`config.mk`:
```
export PLATFORM = sky130hd
export DESIGN_NAME = alu_arbiter
export DESIGN_NICKNAME = d
export VERILOG_FILES = /design/src/rtl/alu_arbiter.sv
export SDC_FILE = /design/constraint.sdc
export NUM_CORES = 1
export LEC_CHECK = 0
export ABC_AREA = 1
export BUFFER_PORTS_ARGS = -buffer_cell sky130_fd_sc_hd__buf_2
export CORE_ASPECT_RATIO = 0.9
export CORE_MARGIN = 4
export CORE_UTILIZATION = 40
export CTS_BUF_LIST = sky130_fd_sc_hd__clkbuf_16
export CTS_CLUSTER_DIAMETER = 200
export DETAILED_ROUTE_END_ITERATION = 6
export HOLD_SLACK_MARGIN = 0.06
export PLACE_DENSITY = 0.72
export RECOVER_POWER = 25
export SLEW_MARGIN = 20
export SYNTH_ARGS = -nofsm -noshare
export SYNTH_HDL_FRONTEND = slang
export SYNTH_SLANG_ARGS = --single-unit
export TNS_END_PERCENT = 5
```
`constraint.sdc`:
```
create_clock -name clk -period 2.05 [get_ports clk]
set_input_delay 0.41 -clock clk [delete_from_list [all_inputs] [get_ports clk]]
set_output_delay 0.41 -clock clk [all_outputs]
set_load 0.1 [all_outputs]
```
`src/rtl/alu_arbiter.sv`:
```
`default_nettype none
// ============================================================================
//  Module      : alu_arbiter
//  Description : Two-requester front end for a shared combinational ALU.
//                IDLE grants one requester and latches its operation, EXEC
//                drives the ALU for one cycle and captures its result, and
//                RESP holds the response until the consumer accepts it.
//  Config      : `define ALU_ARB_RR_EN -> round-robin arbitration on ties;
//                undefined (default) -> fixed priority, req0 wins ties.
//  Revision    : 1.0 - initial release
// ============================================================================
module alu_arbiter #(
  parameter int DATA_W = 32,
  parameter int ID_W   = 1
) (
  input  logic              clk,
  input  logic              rst_n,
  // requester 0
  input  logic              req0_valid,
  output logic              req0_ready,
  input  logic [3:0]        req0_sel,
  input  logic [DATA_W-1:0] req0_a,
  input  logic [DATA_W-1:0] req0_b,
  // requester 1
  input  logic              req1_valid,
  output logic              req1_ready,
  input  logic [3:0]        req1_sel,
  input  logic [DATA_W-1:0] req1_a,
  input  logic [DATA_W-1:0] req1_b,
  // shared ALU
  output logic [3:0]        alu_sel,
  output logic [DATA_W-1:0] alu_a,
  output logic [DATA_W-1:0] alu_b,
  input  logic [DATA_W-1:0] alu_result,
  input  logic              alu_zero,
  // response
  output logic              rsp_valid,
  input  logic              rsp_ready,
  output logic [ID_W-1:0]   rsp_id,
  output logic [DATA_W-1:0] rsp_result,
  output logic              rsp_zero
);

  typedef enum logic [1:0] {
    S_IDLE = 2'd0,
    S_EXEC = 2'd1,
    S_RESP = 2'd2
  } state_t;

  state_t              state_q, state_d;
  logic [3:0]          op_sel_q, op_sel_d;
  logic [DATA_W-1:0]   op_a_q, op_a_d;
  logic [DATA_W-1:0]   op_b_q, op_b_d;
  logic [ID_W-1:0]     id_q, id_d;
  logic [DATA_W-1:0]   result_q, result_d;
  logic                zero_q, zero_d;

  // Raw grant decision; only acted upon while the FSM sits in IDLE.
  logic                gnt0_w, gnt1_w;

`ifdef ALU_ARB_RR_EN
  // Pointer remembers the id granted last; on a tie the other id wins.
  logic                rr_ptr_q, rr_ptr_d;

  // Round-robin tie break, plain pass-through when only one is valid.
  always_comb begin
    gnt0_w = req0_valid;
    gnt1_w = req1_valid;
    if (req0_valid && req1_valid) begin
      gnt0_w = rr_ptr_q;
      gnt1_w = ~rr_ptr_q;
    end
  end

  // Pointer follows every grant issued from IDLE.
  always_comb begin
    rr_ptr_d = rr_ptr_q;
    if (state_q == S_IDLE && (gnt0_w || gnt1_w)) begin
      rr_ptr_d = gnt1_w;
    end
  end

  // Round-robin pointer register.
  always_ff @(posedge clk or negedge rst_n) begin
    if (!rst_n) begin
      rr_ptr_q <= 1'b0;
    end else begin
      rr_ptr_q <= rr_ptr_d;
    end
  end
`else
  // Fixed priority: req0 always wins a tie.
  always_comb begin
    gnt0_w = req0_valid;
    gnt1_w = req1_valid & ~req0_valid;
  end
`endif

  // FSM next state, handshakes, ALU drive and register next values.
  always_comb begin
    state_d    = state_q;
    op_sel_d   = op_sel_q;
    op_a_d     = op_a_q;
    op_b_d     = op_b_q;
    id_d       = id_q;
    result_d   = result_q;
    zero_d     = zero_q;
    req0_ready = 1'b0;
    req1_ready = 1'b0;
    alu_sel    = 4'd0;
    alu_a      = '0;
    alu_b      = '0;
    rsp_valid  = 1'b0;

    case (state_q)
      S_IDLE: begin
        if (gnt0_w) begin
          req0_ready = 1'b1;
          op_sel_d   = req0_sel;
          op_a_d     = req0_a;
          op_b_d     = req0_b;
          id_d       = ID_W'(0);
          state_d    = S_EXEC;
        end else if (gnt1_w) begin
          req1_ready = 1'b1;
          op_sel_d   = req1_sel;
          op_a_d     = req1_a;
          op_b_d     = req1_b;
          id_d       = ID_W'(1);
          state_d    = S_EXEC;
        end
      end
      S_EXEC: begin
        // Select code goes to the ALU untouched, undefined codes included.
        alu_sel  = op_sel_q;
        alu_a    = op_a_q;
        alu_b    = op_b_q;
        result_d = alu_result;
        zero_d   = alu_zero;
        state_d  = S_RESP;
      end
      S_RESP: begin
        rsp_valid = 1'b1;
        if (rsp_ready) begin
          state_d = S_IDLE;
        end
      end
      default: begin
        state_d = S_IDLE;
      end
    endcase
  end

  // State and datapath registers; reset aborts any operation in flight.
  always_ff @(posedge clk or negedge rst_n) begin
    if (!rst_n) begin
      state_q  <= S_IDLE;
      op_sel_q <= 4'd0;
      op_a_q   <= '0;
      op_b_q   <= '0;
      id_q     <= '0;
      result_q <= '0;
      zero_q   <= 1'b0;
    end else begin
      state_q  <= state_d;
      op_sel_q <= op_sel_d;
      op_a_q   <= op_a_d;
      op_b_q   <= op_b_d;
      id_q     <= id_d;
      result_q <= result_d;
      zero_q   <= zero_d;
    end
  end

  assign rsp_id     = id_q;
  assign rsp_result = result_q;
  assign rsp_zero   = zero_q;

endmodule
`default_nettype wire

```
==> flow_summary.yaml, run 1 <==
cts:
  clock_sinks: 104
  cts_tree: "yes"
  clk_latency_ns: 0.33
  cts_max_level: 3
  clkTransAtPathRegs_ns: 0.07
  numCtsBuffers: 9
  cts_buffer_depth: 2
  cts_root_buf: "clkbuf_16"
finish:
  areaGrowthSynthToFinish_pct: 57.3
  drive_gt1_share_pct: 35.9
  diodes: 0
  fill_cells: 1143
  fin_util_pct: 65.7
  final_cells: 1238
  finalNetCount: 1243
worst_setup_path:
  path_class: "reg2out"
  cp-end-kind: "output pin"
  cp_data_arrival_time_ns: 1.53
  path_max_fanout: 41
  critPathRequiredTime_ns: 1.64
  startpoint_type: "flop"
global_routing:
  antenna_found_initial: 1
  grt.overflow.total: 0
  grt_pass1_wl_um: 25300
  grt_pass1_vias: 5168
  grtUsageTotal_pct: 20.3
  grt_max_degree: 70
placed_design:
  dp_cells: 1221
  portBuffers: 278
  dpl_worst_slack_ns: 0.294
  post-dp-hpwl_um: 12200
  gp_congestion: 0.801
floorplan:
  rows: 39
  io_pins: 279
  die_x_um: 130
  dieArea_mm2: 0.0154
  start_util_pct: 41.8
  die_y_um: 118
  core_area_mm2: 0.0129
outcome:
  status: "completed"
yosys:
  ys_ff_latch: 104
  syn-num-nets: 987
  syn-cell-area_mm2: 0.00540
  synth.cells.most_frequent: "478 x nand2_1, 104 x dfrtp_1, 70 x inv_1, 70 x nor2_1, 34 x nand3_1"
  synth_most_common_cell: "nand2_1"
  synth-main-ff-cell: "dfrtp_1"
  async_flop_share_pct: 100
  syn-instance-count: 813
  synth_top_area_share_pct: 48.2
  ys_seq_area_share_pct: 48.2
  synth_edf_count: 0
  yosys.cell_types.count: 15
  synth_area_leaders: "dfrtp_1 48%, nand2_1 33%, inv_1 4.9%"
  postSynthAreaPerCell_um2: 6.64
  yosys_warnings: 0
  synth_area_leader_cell: "dfrtp_1"
sta:
  setup_viol: 0
  period_share_pct: 94.4
  rsz0062_at_grt: "false"
  setup_slack_ns: 0.115
  report.final.hold_viol_count: 0
  max_clock_freq_mhz: 517
  fin_skew_ns: 0.00720
  tightest_slew_ns: 0.922
  slew_headroom_pct: 38.5
  report.final.slew_viol_count: 0
  period_minus_slack_ns: 1.94
power_and_ir_drop:
  power_w: 0.0164
  p_leak_nw: 4.84
  power_density_mw_per_mm2: 1930
  ir_drop_v: 0.00110
route:
  drt_pass1_iterations: 4
  drtIter0Drc: 306
  drcViolationCount: 0
  ant_nets: 0
  vias_per_cell: 4.51
  dr_total_vias: 5583
  drt_wl_total_um: 16200
  wl_per_cell_um: 13.1
min_path:
  min_path_type: "in2reg"
job:
  max_cap_viol_count: 0
==> state kept, by name, summed over array words and instances, names as in the netlist <==
signal,cells
op_sel_q,4
rsp_zero,1
op_a_q,32
state_q,2
op_b_q,32
rsp_result,32
rsp_id,1
==> power by group <==
part,internal [W],switching [W],total (W)
sequential,0.00303,0.000513,0.00355
combinational,0.00284,0.00813,0.0110
clock,0.00108,0.000774,0.00186
total,0.00696,0.00942,0.0164
==> cell usage in the layout (no fill, tap or decap), types with 2 or more instances in the layout <==
cell	instances
nand2_1	477
buf_2	207
dfrtp_1	104
buf_12	75
inv_1	70
nor2_2	69
nand3_1	34
clkbuf_16	9
buf_4	5
inv_2	4
nor2_4	3
inv_6	3
nand2_2	2
bufinv_16	2
clkbuf_2	2
==> area by class of cell <==
class | instances | area (um2) | area share (%)
timing repair buffer | 292 | 2620 | 30.9
sequential | 104 | 2600 | 30.7
multi-input combinational | 588 | 2460 | 29.0
inverter | 74 | 278 | 3.27
clock buffer | 9 | 225 | 2.65
tap | 164 | 205 | 2.42
clock inverter | 7 | 100 | 1.18
==> repair_timing <==
item	4_1_cts	5_1_grt
hold buffers	1	0
gates resized for setup	2	2
hold endpoints to repair	32	0
setup endpoints to repair	2	19
setup buffers	0	0
==> logic make-up after synthesis <==
| logic type | after synthesis | synth area share (%) |
|---|---|---|
| buf+inv | 121 | 9.78 |
| simple gates | 587 | 41.9 |
| flops | 104 | 48.2 |
| compound gates | 1 | 0.0926 |
==> worst paths after layout <==
kind	startpoint	end	slack [ns]	cells past startpoint
worst max-delay path	state_q[0]	alu_a[26]	0.11	4
worst min-delay path	rsp_ready	state_q[1]	0.26	2
worst max register to register	state_q[0]	op_b_q[6]	0.49	5
worst min register to register	rsp_result[30]	rsp_result[30]	0.47	2
max in group asynchronous	rst_n	op_b_q[31]	0.59	3
min in group asynchronous	rst_n	op_b_q[17]	0.75	2
==> worst max-delay path, stage by stage, from the launching register on <==
cell	delay [ns]
dfrtp_1	0.49
nand2_4	0.11
buf_12	0.21
nor2_2	0.17
buf_12	0.19
==> stage by stage <==
| stage | TNS (ns) | area [um2] | hold WS [ns] |
|---|---|---|---|
| floorplan | -5.95 | 5580 | 0.114 |
| CTS | 0 | 8490 | 0.245 |
| detailed placement | 0 | 8150 | 0.402 |
| global placement | 0 | 8150 | 0.403 |
| finish | 0 | 8490 | 0.259 |
| global route | 0 | 8490 | 0.254 |
==> routing by layer <==
layer / wire length, um / vias to the layer above / track usage [%] / share of wire (%)
met5: 7 / - / 0 / 0.043
met4: 302 / 2 / 5.14 / 1.9
met3: 1400 / 24 / 5.91 / 8.6
met2: 8020 / 195 / 34.8 / 49
met1: 6520 / 2473 / 25.1 / 40
li1: - / 2889 / - / -
No activity file was read; power rests on OpenSTA's default activity.
==> run 2, diff against run 1 <==
--- a/config.mk
+++ b/config.mk
@@ -9,12 +9,14 @@
 export BUFFER_PORTS_ARGS = -buffer_cell sky130_fd_sc_hd__buf_2
 export CORE_ASPECT_RATIO = 0.9
 export CORE_MARGIN = 4
-export CORE_UTILIZATION = 40
+export CORE_UTILIZATION = 45
 export CTS_BUF_LIST = sky130_fd_sc_hd__clkbuf_16
 export CTS_CLUSTER_DIAMETER = 200
 export DETAILED_ROUTE_END_ITERATION = 6
+export GPL_TIMING_DRIVEN = 0
 export HOLD_SLACK_MARGIN = 0.06
-export PLACE_DENSITY = 0.72
+export MAX_ROUTING_LAYER = met4
+export PLACE_DENSITY = 0.8
 export RECOVER_POWER = 25
 export SLEW_MARGIN = 20
 export SYNTH_ARGS = -nofsm -noshare
==> flow_summary.yaml, run 2 (synthesis gave the netlist of run 1 again) <==
placed_design:
  post-dp-hpwl_um: 12900
  dp_cells: 1247
  place_area_mm2: 0.00720
  gp_congestion: 0.886
  portBuffers: 277
power_and_ir_drop:
  power_w: 0.0169
  p_leak_nw: 4.93
  power_density_mw_per_mm2: 1930
  ir_drop_v: 0.000928
min_path:
  min_from: "rsp_ready"
  worstHoldEndpoint: "state_q[1]"
  min_path_type: "in2reg"
  min_path_cells: 2
cts:
  cts_root_buf: "clkbuf_16"
  cts_max_level: 3
  cts_buffer_depth: 2
  clk_latency_ns: 0.34
  cts_tree: "yes"
  clkTransAtPathRegs_ns: 0.07
  clock_sinks: 104
  numCtsBuffers: 9
sta:
  slew_headroom_pct: 10.4
  hold_slack_ns: 0.282
  report.final.hold_viol_count: 0
  tightest_slew_ns: 1.34
  period_share_pct: 97.6
  period_minus_slack_ns: 2.00
  tns_ns: 0
  report.final.slew_viol_count: 0
  max_clock_freq_mhz: 500
  setup_viol: 0
  fin_skew_ns: 0.00660
route:
  drt_wl_total_um: 18300
  drcViolationCount: 0
  dr_total_vias: 5881
  drt_pass1_iterations: 7
  wl_per_cell_um: 14.5
  drtIter0Drc: 292
  ant_nets: 0
  vias_per_cell: 4.64
finish:
  finalNetCount: 1280
  mostFrequentLayoutCell: "nand2_1"
  diodes: 0
  areaGrowthSynthToFinish_pct: 61.8
  multi_input_comb_area_mm2: 0.00266
  fill_cells: 858
  fin_area_mm2: 0.00873
  layout_common_cells: "477 x nand2_1, 227 x buf_2, 104 x dfrtp_1"
  final_cells: 1267
  drive_gt1_share_pct: 36.7
  register_area_mm2: 0.00260
floorplan:
  core_area_mm2: 0.0116
  die_x_um: 123
  rows: 37
  start_util_pct: 46.6
  die_y_um: 112
  io_pins: 279
  dieArea_mm2: 0.0138
worst_setup_path:
  crit_top_cell: "buf_8"
  slowest_stage: "dfrtp_1"
  worst-r2r-setup-slack_ns: 0.49
  critPathRequiredTime_ns: 1.64
  rr_endpoint: "rsp_result[6]"
  path_class: "reg2out"
  cp_data_arrival_time_ns: 1.59
  critPathMaxStageDelay_ns: 0.41
  r2r-start: "state_q[1]"
  rr_worst_depth: 6
  startpoint_type: "flop"
  worstPathCellList: "inv_4, nand2_2, buf_12, buf_8, nor2_2, buf_8"
  path_max_fanout: 10
  cp-end-kind: "output pin"
global_routing:
  grt_pass1_vias: 5805
  grt.overflow.total: 0
  grt_max_degree: 54
  antenna_found_initial: 0
  grt_pass1_wl_um: 27700
  grtUsageTotal_pct: 26.2
outcome:
  status: "completed"
job:
  max_cap_viol_count: 0
run 2: how the worst max path moves through the flow:
stage	startpoint	to	slack [ns]	depth (start not counted)
after floorplan	state_q[0]	rsp_valid	-0.16	2
after global placement	rst_n	op_sel_q[1]	-0.59	1
after detailed placement	state_q[0]	alu_a[24]	-0.08	6
after CTS	state_q[0]	alu_a[12]	0.008	6
after global routing	state_q[0]	alu_a[1]	-0.01	6
final	state_q[1]	alu_b[18]	0.05	6
run 2: layer usage:
metal / GRT usage [%] / share of wire [%] / up-vias
li1: - / - / 2956
met3: 5.94 / 6.7 / 36
met5: - / 0 / -
met1: 29.7 / 39 / 2659
met4: 9.89 / 2.8 / 0
met2: 44.8 / 51 / 230
run 2: area by class of cell:
| type | count | share of cell area, % |
|---|---|---|
| clock inverters | 7 | 0.802 |
| flip-flops and latches | 104 | 29.8 |
| clock buffers | 9 | 2.58 |
| repair buffers | 282 | 26.8 |
| well taps | 156 | 2.23 |
| plain buffers | 47 | 4.14 |
| multi-input cells | 588 | 30.4 |
| inverters | 74 | 3.21 |
run 2: where the power goes:
group	internal, W	total (W)	switching [W]
registers	0.00304	0.00354	0.000506
clock network	0.000948	0.00173	0.000780
logic	0.00304	0.0116	0.00859
run 2: timing repair:
item	4_1_cts	5_1_grt
gates resized for setup	246	74
hold buffers	1	0
pin swaps	0	1
endpoints found under the setup margin	69	68
setup buffers	2	1
hold endpoints to repair	51	0
run 2: critical path, delay by kind of cell, from the launching register on:
family,cells,cell delay (ns)
flip-flops,1,0.41
buffers and inverters,4,0.63
AND/OR/NAND/NOR,2,0.21
run 2: stage by stage:
stage               utilization, %  setup slack (ns)
detailed placement            62.2           -0.0760
CTS                           72.6           0.00836
finish                        75.5            0.0496
floorplan                        -            -0.164
global route                  75.5           -0.0112
global placement              61.9            -0.593
==> run 3, diff against run 2 <==
--- a/config.mk
+++ b/config.mk
@@ -5,18 +5,17 @@
 export SDC_FILE = /design/constraint.sdc
 export NUM_CORES = 1
 export LEC_CHECK = 0
-export ABC_AREA = 1
 export BUFFER_PORTS_ARGS = -buffer_cell sky130_fd_sc_hd__buf_2
 export CORE_ASPECT_RATIO = 0.9
 export CORE_MARGIN = 4
-export CORE_UTILIZATION = 45
+export CORE_UTILIZATION = 49
 export CTS_BUF_LIST = sky130_fd_sc_hd__clkbuf_16
 export CTS_CLUSTER_DIAMETER = 200
 export DETAILED_ROUTE_END_ITERATION = 6
 export GPL_TIMING_DRIVEN = 0
 export HOLD_SLACK_MARGIN = 0.06
 export MAX_ROUTING_LAYER = met4
-export PLACE_DENSITY = 0.8
+export PLACE_DENSITY = 0.87
 export RECOVER_POWER = 25
 export SLEW_MARGIN = 20
 export SYNTH_ARGS = -nofsm -noshare
==> flow_summary.yaml, run 3 <==
outcome:
  status: "completed"
sta:
  tightest_slew_ns: 1.17
  period_share_pct: 99.6
  rsz0062_at_grt: "true"
  report.final.hold_viol_count: 0
  setup_viol: 0
  slew_headroom_pct: 22.0
  max_clock_freq_mhz: 490
  report.final.slew_viol_count: 0
  fin_skew_ns: 0.00970
  period_minus_slack_ns: 2.04
  setup_slack_ns: 0.00786
floorplan:
  dieArea_mm2: 0.0122
  rows: 35
  die_x_um: 116
  io_pins: 279
  start_util_pct: 50.4
  die_y_um: 105
  core_area_mm2: 0.0102
yosys:
  yosys.cell_types.count: 16
  synth_area_leader_cell: "dfrtp_1"
  syn-cell-area_mm2: 0.00516
  synth.cells.most_frequent: "160 x mux2_2, 104 x dfrtp_1, 69 x and2_1"
  synth_area_leaders: "dfrtp_1 50%, mux2_2 35%, and2_1 8.4%"
  syn-instance-count: 378
  yosys_warnings: 0
  synth_most_common_cell: "mux2_2"
  ys_seq_area_share_pct: 50.4
  async_flop_share_pct: 100
  synth_edf_count: 0
  synth_top_area_share_pct: 50.4
  syn-num-nets: 552
  postSynthAreaPerCell_um2: 13.7
  synth-main-ff-cell: "dfrtp_1"
  ys_ff_latch: 104
global_routing:
  grtUsageTotal_pct: 26.3
  antenna_found_initial: 0
  grt.overflow.total: 0
  grt_pass1_wl_um: 24100
  grt_max_degree: 61
  grt_pass1_vias: 4626
cts:
  cts_buffer_depth: 2
  cts_max_level: 3
  clock_sinks: 104
  clk_latency_ns: 0.33
  cts_tree: "yes"
  clkTransAtPathRegs_ns: 0.07
  cts_root_buf: "clkbuf_16"
  numCtsBuffers: 9
route:
  drt_pass1_iterations: 4
  dr_total_vias: 4219
  drtIter0Drc: 142
  ant_nets: 0
  wl_per_cell_um: 19.7
  drcViolationCount: 0
  vias_per_cell: 5.22
  drt_wl_total_um: 16000
finish:
  layout_common_cells: "214 x buf_2, 160 x mux2_2, 103 x dfrtp_1"
  diodes: 0
  finalNetCount: 849
  areaGrowthSynthToFinish_pct: 59.5
  drive_gt1_share_pct: 80.9
  mostFrequentLayoutCell: "buf_2"
worst_setup_path:
  path_class: "reg2out"
  r2r-start: "state_q[1]"
  cp_data_arrival_time_ns: 1.63
  critPathRequiredTime_ns: 1.64
  cp-end-kind: "output pin"
  worst-r2r-setup-slack_ns: 0.14
  rr_worst_depth: 6
  startpoint_type: "flop"
  path_max_fanout: 10
  rr_endpoint: "op_b_q[17]"
placed_design:
  gp_congestion: 0.816
  post-dp-hpwl_um: 10500
  dpl_worst_slack_ns: -0.376
  portBuffers: 277
job:
  max_cap_viol_count: 0
min_path:
  worstHoldEndpoint: "rsp_result[29]"
  min_path_cells: 2
  min_path_type: "in2reg"
  min_from: "alu_result[29]"
## run 3: cell types whose count changed after synthesis, moves of 4 or more
cell and delta:
nand2_1 -478, mux2_2 +160, and2_1 +69, inv_1 -69
nor2_1 -68, nand3_1 -34, buf_2 -20, mux2_4 +9
inv_2 -4
## run 3: logic make-up (layout without fill, tap and decap cells)
kind of cell	Yosys count	after routing	synth area share, %
flip-flops	104	104	50.4
AND/OR/NAND/NOR	74	74	8.92
AO/OA/AOI/OAI	3	3	0.388
multiplexers	169	169	37.5
buffers and inverters	28	329	2.79
## run 3: layout make-up
type | count | area, um2
fillers | 555 | 2010
inverters | 1 | 3.75
plain buffers | 27 | 213
clock buffers | 9 | 225
flip-flops and latches | 104 | 2600
repair buffers | 286 | 2410
well taps | 129 | 161
multi-input cells | 246 | 2580
clock inverters | 6 | 45.0
## run 3: worst max path at each step
stage | startpoint | to | slack (ns) | depth (start not counted)
3_5_place_dp | state_q[0] | alu_b[28] | -0.38 | 5
6_report | state_q[1] | alu_a[8] | 0.008 | 5
2_1_floorplan | state_q[0] | alu_a[18] | -0.15 | 4
5_1_grt | state_q[1] | alu_a[11] | -0.05 | 5
4_1_cts | state_q[1] | alu_a[11] | -0.04 | 5
3_3_place_gp | rst_n | op_a_q[21] | -0.44 | 1
## run 3: layer usage
layer  vias up  global-route usage, %  wire length (um)
met3        47                   4.42              1110
met1      2071                   28.1              5460
met5         -                      -                 0
met4         0                   9.11               514
li1       1895                      -                 -
met2       206                   48.6              8880
## run 3: repair_timing
action                                  CTS  global route
setup buffers                             3             4
hold buffers                              1             0
gates resized for setup                 316            14
endpoints found under the setup margin   68            69
hold endpoints to repair                 44             0
## run 3: through the flow
stage,hold slack (ns),util [%],cell area [um2],instances,setup TNS (ns)
2_1_floorplan,0.114,-,5180,378,-8.23
3_3_place_gp,0.478,65.7,6730,784,-64.97
3_5_place_dp,0.355,66.0,6770,785,-19.52
4_1_cts,0.296,79.8,8180,804,-0.635
5_1_grt,0.294,80.4,8240,808,-0.509
6_report,0.305,80.4,8240,808,0
## run 3: worst max-delay path: stages, from the launching register on
cell and delay, ns:
dfrtp_2 0.42, nor2b_4 0.17, buf_8 0.16, clkbuf_8 0.17, and2_1 0.19, buf_12 0.19
Power of run 3 is not shown: default switching activity piles up to over one toggle a cycle in this logic, so the estimate is an artifact.
